===== src/rtl/ceespu_muldiv_if.sv =====
`default_nettype none
// ============================================================================
// ceespu_muldiv_if : ALU <-> multiply/divide unit multi-cycle handshake bus
// Revision: 1.0
// ============================================================================
interface ceespu_muldiv_if #(
    parameter int WIDTH = 32
);
    logic             I_start;
    logic [1:0]       I_op;
    logic [WIDTH-1:0] I_dataA;
    logic [WIDTH-1:0] I_dataB;
    logic             O_busy;
    logic             O_dataReady;
    logic [WIDTH-1:0] O_dataResult;

    modport master (
        output I_start, I_op, I_dataA, I_dataB,
        input  O_busy, O_dataReady, O_dataResult
    );

    modport slave (
        input  I_start, I_op, I_dataA, I_dataB,
        output O_busy, O_dataReady, O_dataResult
    );
endinterface
`default_nettype wire


===== src/rtl/ceespu_muldiv.sv =====
`default_nettype none
// ============================================================================
// ceespu_muldiv : iterative unsigned shift-add multiplier / restoring divider
// Revision: 1.0
// ============================================================================
module ceespu_muldiv #(
    parameter int WIDTH = 32
) (
    input  wire logic        I_clk,
    input  wire logic        I_rst,
    ceespu_muldiv_if.slave   bus
);
    localparam int CW = $clog2(WIDTH);

    typedef enum logic [1:0] {
        S_IDLE = 2'd0,
        S_RUN  = 2'd1,
        S_DONE = 2'd2
    } state_t;

    state_t           r_state;
    state_t           w_next;
    logic [CW-1:0]    r_count;
    logic [1:0]       r_op;
    logic [WIDTH-1:0] r_operand;
    logic [WIDTH-1:0] r_hi;
    logic [WIDTH-1:0] r_lo;
    logic [WIDTH-1:0] r_result;
    logic             r_ready;

    // r_hi/r_lo hold {upper, multiplier} for MUL and {remainder, dividend} for DIV;
    // r_operand is the multiplicand or the divisor respectively.
    logic [WIDTH:0]   w_mul_sum;
    logic [WIDTH-1:0] w_mul_hi;
    logic [WIDTH-1:0] w_mul_lo;
    logic [WIDTH:0]   w_shift;
    logic             w_borrow;
    logic [WIDTH-1:0] w_diff;
    logic [WIDTH-1:0] w_div_hi;
    logic [WIDTH-1:0] w_div_lo;

    always_comb begin
        w_mul_sum = {1'b0, r_hi} + (r_lo[0] ? {1'b0, r_operand} : {(WIDTH+1){1'b0}});
        w_mul_hi  = w_mul_sum[WIDTH:1];
        w_mul_lo  = {w_mul_sum[0], r_lo[WIDTH-1:1]};

        w_shift   = {r_hi, r_lo[WIDTH-1]};
        w_borrow  = (w_shift < {1'b0, r_operand});
        // Without a borrow the difference fits WIDTH bits, so the top bit can be dropped.
        w_diff    = w_shift[WIDTH-1:0] - r_operand;
        w_div_hi  = w_borrow ? w_shift[WIDTH-1:0] : w_diff;
        w_div_lo  = {r_lo[WIDTH-2:0], ~w_borrow};
    end

    always_ff @(posedge I_clk or negedge I_rst) begin
        if (!I_rst) begin
            r_state <= S_IDLE;
        end else begin
            r_state <= w_next;
        end
    end

    always_comb begin
        w_next = r_state;
        case (r_state)
            S_IDLE:  if (bus.I_start) w_next = S_RUN;
            S_RUN:   if (r_count == '0) w_next = S_DONE;
            S_DONE:  w_next = S_IDLE;
            default: w_next = S_IDLE;
        endcase
    end

    always_ff @(posedge I_clk or negedge I_rst) begin
        if (!I_rst) begin
            r_count   <= '0;
            r_op      <= '0;
            r_operand <= '0;
            r_hi      <= '0;
            r_lo      <= '0;
            r_result  <= '0;
            r_ready   <= 1'b0;
        end else begin
            r_ready <= 1'b0;
            case (r_state)
                S_IDLE: begin
                    if (bus.I_start) begin
                        r_op      <= bus.I_op;
                        r_operand <= bus.I_op[1] ? bus.I_dataB : bus.I_dataA;
                        r_lo      <= bus.I_op[1] ? bus.I_dataA : bus.I_dataB;
                        r_hi      <= '0;
                        r_count   <= CW'(WIDTH - 1);
                    end
                end
                S_RUN: begin
                    if (r_op[1]) begin
                        r_hi <= w_div_hi;
                        r_lo <= w_div_lo;
                    end else begin
                        r_hi <= w_mul_hi;
                        r_lo <= w_mul_lo;
                    end
                    if (r_count != '0) r_count <= r_count - 1'b1;
                end
                S_DONE: begin
                    // MUL/DIVU take the low register, MULHU/REMU the high one.
                    r_result <= r_op[0] ? r_hi : r_lo;
                    r_ready  <= 1'b1;
                end
                default: ;
            endcase
        end
    end

    assign bus.O_busy       = (r_state != S_IDLE);
    assign bus.O_dataReady  = r_ready;
    assign bus.O_dataResult = r_result;
endmodule
`default_nettype wire

===== src/flat_wrapper.sv =====
// flat-port wrapper written by rule: the top's interface ports become plain ports
module ceespu_muldiv_flat 
#(
    parameter int WIDTH = 32
)
  (I_clk, I_rst, bus_I_start, bus_I_op, bus_I_dataA, bus_I_dataB, bus_O_busy, bus_O_dataReady, bus_O_dataResult);
  ceespu_muldiv_if #(.WIDTH(WIDTH)) bus_i ();
  input  wire logic I_clk;
  input  wire logic I_rst;
  input wire logic [$bits(bus_i.I_start)-1:0] bus_I_start;
  input wire logic [$bits(bus_i.I_op)-1:0] bus_I_op;
  input wire logic [$bits(bus_i.I_dataA)-1:0] bus_I_dataA;
  input wire logic [$bits(bus_i.I_dataB)-1:0] bus_I_dataB;
  output wire logic [$bits(bus_i.O_busy)-1:0] bus_O_busy;
  output wire logic [$bits(bus_i.O_dataReady)-1:0] bus_O_dataReady;
  output wire logic [$bits(bus_i.O_dataResult)-1:0] bus_O_dataResult;
  assign bus_i.I_start = bus_I_start;
  assign bus_i.I_op = bus_I_op;
  assign bus_i.I_dataA = bus_I_dataA;
  assign bus_i.I_dataB = bus_I_dataB;
  assign bus_O_busy = bus_i.O_busy;
  assign bus_O_dataReady = bus_i.O_dataReady;
  assign bus_O_dataResult = bus_i.O_dataResult;
  ceespu_muldiv #(.WIDTH(WIDTH)) u_core (.I_clk(I_clk), .I_rst(I_rst), .bus(bus_i));
endmodule

===== config.mk =====
export PLATFORM = sky130hd
export DESIGN_NAME = ceespu_muldiv_flat
export DESIGN_NICKNAME = d
export VERILOG_FILES = /design/src/rtl/ceespu_muldiv_if.sv /design/src/rtl/ceespu_muldiv.sv /design/src/flat_wrapper.sv
export SDC_FILE = /design/constraint.sdc
export NUM_CORES = 1
export LEC_CHECK = 0
export ABC_AREA = 0
export BUFFER_PORTS_ARGS = -buffer_cell sky130_fd_sc_hd__buf_2
export CAP_MARGIN = 20
export CORE_UTILIZATION = 57
export DETAILED_ROUTE_END_ITERATION = 8
export PLACE_DENSITY = 0.83
export SKIP_CTS_REPAIR_TIMING = 1
export SLEW_MARGIN = 20
export SYNTH_ARGS = -nofsm -noshare
export SYNTH_HDL_FRONTEND = slang
export SYNTH_SLANG_ARGS = --single-unit

===== constraint.sdc =====
create_clock -name I_clk -period 4.48 [get_ports I_clk]
set_input_delay 0.448 -clock I_clk [delete_from_list [all_inputs] [get_ports I_clk]]
set_output_delay 0.448 -clock I_clk [all_outputs]
set_load 0.05 [all_outputs]

==> summary.md <==
| Metric | Value |
|---|---|
| Gr ovfl total | `0` |
| Setup TNS | `0 ns` |
| Clock transition at path regs | `0.07 ns` |
| Crit Path Category | `register to register` |
| Vias per cell | `6.39` |
| Min Tclk post-route | `3.76 ns` |
| Syn Nets | `1369` |
| Mapped Cells | `1232` |
| CP most frequent cell | `o21ai_2` |
| Final net count | `1429` |
| Status | `finished, violations left` |
| Seq cells post-synth | `138` |
| Num Clock Sinks | `138` |
| Number of synthesized flops with an enable pin | `0` |
| Largest net degree at the start of global routing | `96` |
| CTS H-tree depth | `4` |
| CTS root buf | `clkbuf_16` |
| Final Hold Slack | `-0.0390 ns` |
| CP arrival | `4.09 ns` |
| Number of global-route vias before repair | `8983` |
| Area grow syn2layout | `11.3%` |
| GP Congestion | `0.973` |
| Max_cap viols | `0` |
| Synth Cell Area | `10500 um^2` |
| FILL cells | `1456` |
| Share of cells above drive strength 1 | `16.0%` |
| Slowest stage delay, CP | `0.64 ns` |
| Num CTS Buffers | `17` |
| Yosys warning count | `0` |
| Global routing usage summed across all routing layers | `32.2%` |
| Detailed placer's ending HPWL | `20.6 mm` |
| HP Class | `primary input to asynchronous set/reset pin` |
| Syn_area_per_cell | `8.53 um^2` |
| # IOs | `103` |
| Synth cell types | `73` |
| Core ar. | `18000 um^2` |
| Total wire length | `29.5 mm` |
| Via count | `9791` |
| Slowest CP cell | `dfrtp_1` |
| Reg-to-reg startpoint | `u_core.r_lo[0]` |
| I/O Buffers | `102` |
| RSZ-0062 raised after global routing | `no` |
| First-pass GRT wire length | `46.7 mm` |
| Initial core utilization | `58.3%` |
| Bufs and invs on worst path | `1` |
| DRC errors left | `0` |
| Sequence of cells on the critical path | `and2_1 > ha_1 > inv_1 > fa_1 > nor2b_2 > o211ai_2 > a32oi_2 > a31o_2 > o21ai_2 > o21ai_2 > a31oi_1 > o21ai_0 > or3b_1 > a22o_1` |
| Wire per inst | `19.3 um` |
| Failing checks | `negative hold slack` |
| Skew-Pair Late Insertion Delay | `0.44 ns` |
| Crit end category | `register` |
| Crit path launch | `u_core.r_lo[0]` |
| Initial antenna violation count | `0` |
| Drt first pass iters | `5` |
| Worst slew pin tran | `1.08 ns` |
| Final hold violations | `34` |
| Max_slew headroom | `27.8%` |
| CTS tree | `built` |
| Initial DRC Count | `1111` |
| Asr flop ratio synth | `100%` |
| Fin crit share | `83.9%` |
| Register-to-Register Path Depth | `14` |
| Worst Skew | `0.0103 ns` |
| CP Launch Type | `register` |
| Worst r2r dst | `u_core.r_hi[29]` |
| CP top delay family | `compound AO/OA/AOI/OAI gates` |
| Die span in y | `138 um` |
| Longest Clk Path Bufs | `2` |
| Diodes inserted | `0` |
| CP required | `4.81 ns` |
| Flop2flop setup slack | `0.72 ns` |
| Endpoints failing setup | `0` |
| Die ar. | `19000 um^2` |
| Register area share after synthesis | `32.9%` |
| CP max FO | `15` |
| Max Slew Vio Count | `0` |
| Routed Antenna Nets | `0` |
| Ys flop type | `dfrtp_1` |
| Fmax | `266 MHz` |
| Die W | `138 um` |
| Num rows | `49` |
## synthesized netlist by cell type (7+ instances only)
library cell / count / share of area [%]
clkbuf_1: 54 / 1.9
a31oi_1: 10 / 0.60
dfrtp_1: 138 / 33
o21ai_1: 23 / 1.1
mux2_2: 35 / 3.8
xor2_1: 27 / 2.3
nand4_1: 7 / 0.42
o221ai_1: 17 / 1.4
a21o_1: 30 / 2.1
ha_1: 66 / 7.9
nand2_1: 168 / 6.0
and3_1: 7 / 0.42
a211oi_1: 7 / 0.50
buf_1: 9 / 0.32
inv_1: 50 / 1.8
xnor2_1: 32 / 2.7
nor2_1: 77 / 2.8
nand3_1: 11 / 0.52
and2_1: 34 / 2.0
o211ai_1: 7 / 0.50
a21oi_1: 87 / 4.1
mux2i_1: 96 / 9.1
o22ai_1: 10 / 0.60
o21ai_0: 139 / 6.6
## kinds of logic (layout without fill, tap and decap cells)
| group | count (synthesis) | count (layout) | synth area share (%) |
|---|---|---|---|
| and+or+nand+nor | 335 | 335 | 14.3 |
| buffers and inverters | 119 | 191 | 4.53 |
| DFF | 138 | 138 | 32.9 |
| muxes | 131 | 131 | 12.9 |
| AOI/OAI and AO/OA | 382 | 382 | 22.3 |
| adders and majority gates | 68 | 68 | 8.24 |
| xor gates and xnor gates | 59 | 59 | 4.92 |
## flip-flops by register name, summed over array words and instances, names as in the netlist
name	flops
u_core.r_hi	32
u_core.bus.O_dataResult	32
u_core.bus.O_dataReady	1
u_core.r_op	2
u_core.r_operand	32
u_core.r_lo	32
u_core.r_count	5
u_core.r_state	2
## final cells by class
cell class	count	area, um^2	area share (%)
Clock buffer	18	439	3.76
Clock inverter	13	133	1.13
Inverter	50	188	1.60
Multi-Input combinational cell	975	6610	56.6
Sequential cell	138	3460	29.5
Tap cell	229	287	2.45
Timing Repair Buffer	110	579	4.95
## worst register-to-register path: stages (launching register included)
cell and delay [ns]:
dfrtp_1 0.64, and2_1 0.21, ha_1 0.21, inv_1 0.08, fa_1 0.42, nor2b_2 0.17
o211ai_2 0.13, a32oi_2 0.28, a31o_2 0.24, o21ai_2 0.09, o21ai_2 0.28, a31oi_1 0.15
o21ai_0 0.16, or3b_1 0.37, a22o_1 0.22
## layer usage
metal	wire, um	vias up	GRT usage [%]
met5	0	-	0
met4	665	0	10.7
met3	2380	70	4.75
met2	13200	499	48.7
met1	13300	4701	47.1
li1	-	4521	-
## placed cells by master, fill, tap and decap left out, types with 3 or more instances in the layout
cell / netlist / layout
o22ai_1: 10 / 10
a31oi_1: 10 / 10
buf_2: 2 / 100
a21o_1: 30 / 30
o21a_1: 6 / 6
nand3_1: 11 / 11
o221ai_1: 17 / 17
a21oi_1: 87 / 87
dfrtp_1: 138 / 136
nand2_1: 168 / 166
inv_6: 0 / 6
ha_1: 66 / 66
a211oi_1: 7 / 7
o21ai_1: 23 / 23
a31o_2: 3 / 3
nor2_1: 77 / 76
nor3_1: 5 / 5
buf_4: 1 / 9
clkbuf_16: 0 / 17
o211ai_1: 7 / 7
clkinvlp_4: 0 / 4
o21ai_2: 4 / 4
nand4_1: 7 / 7
nand2b_1: 6 / 5
mux2_2: 35 / 35
nor2b_1: 6 / 6
o21bai_1: 6 / 5
o21ai_0: 139 / 139
inv_1: 50 / 50
xnor2_1: 32 / 32
xor2_1: 27 / 27
and2_1: 34 / 34
and3_1: 7 / 7
mux2i_1: 96 / 96
a311oi_1: 3 / 3
## through the flow
step / hold slack, ns / setup WS [ns] / instances / util (%) / cell area [um^2]
after global placement: 0.445 / 0.999 / 1502 / 61.7 / 11100
after global routing: 0.0155 / 0.564 / 1533 / 64.9 / 11700
after floorplan: 0.152 / 1.22 / 1232 / - / 10500
after detailed placement: 0.452 / 0.902 / 1502 / 61.7 / 11100
final: -0.0390 / 0.721 / 1533 / 64.9 / 11700
after CTS: -0.0128 / 0.807 / 1533 / 64.8 / 11700
## how the worst max path moves through the flow
stage                            to  depth (start not counted)  slack, ns
floorplan           u_core.r_hi[29]                         15       1.22
global placement    u_core.r_hi[29]                         14        1.0
detailed placement  u_core.r_hi[29]                         14       0.90
CTS                 u_core.r_hi[29]                         14       0.81
global route        u_core.r_hi[29]                         14       0.56
finish              u_core.r_hi[29]                         14       0.72
Power is not shown: default switching activity piles up to over one toggle a cycle in this logic, so the estimate is an artifact.
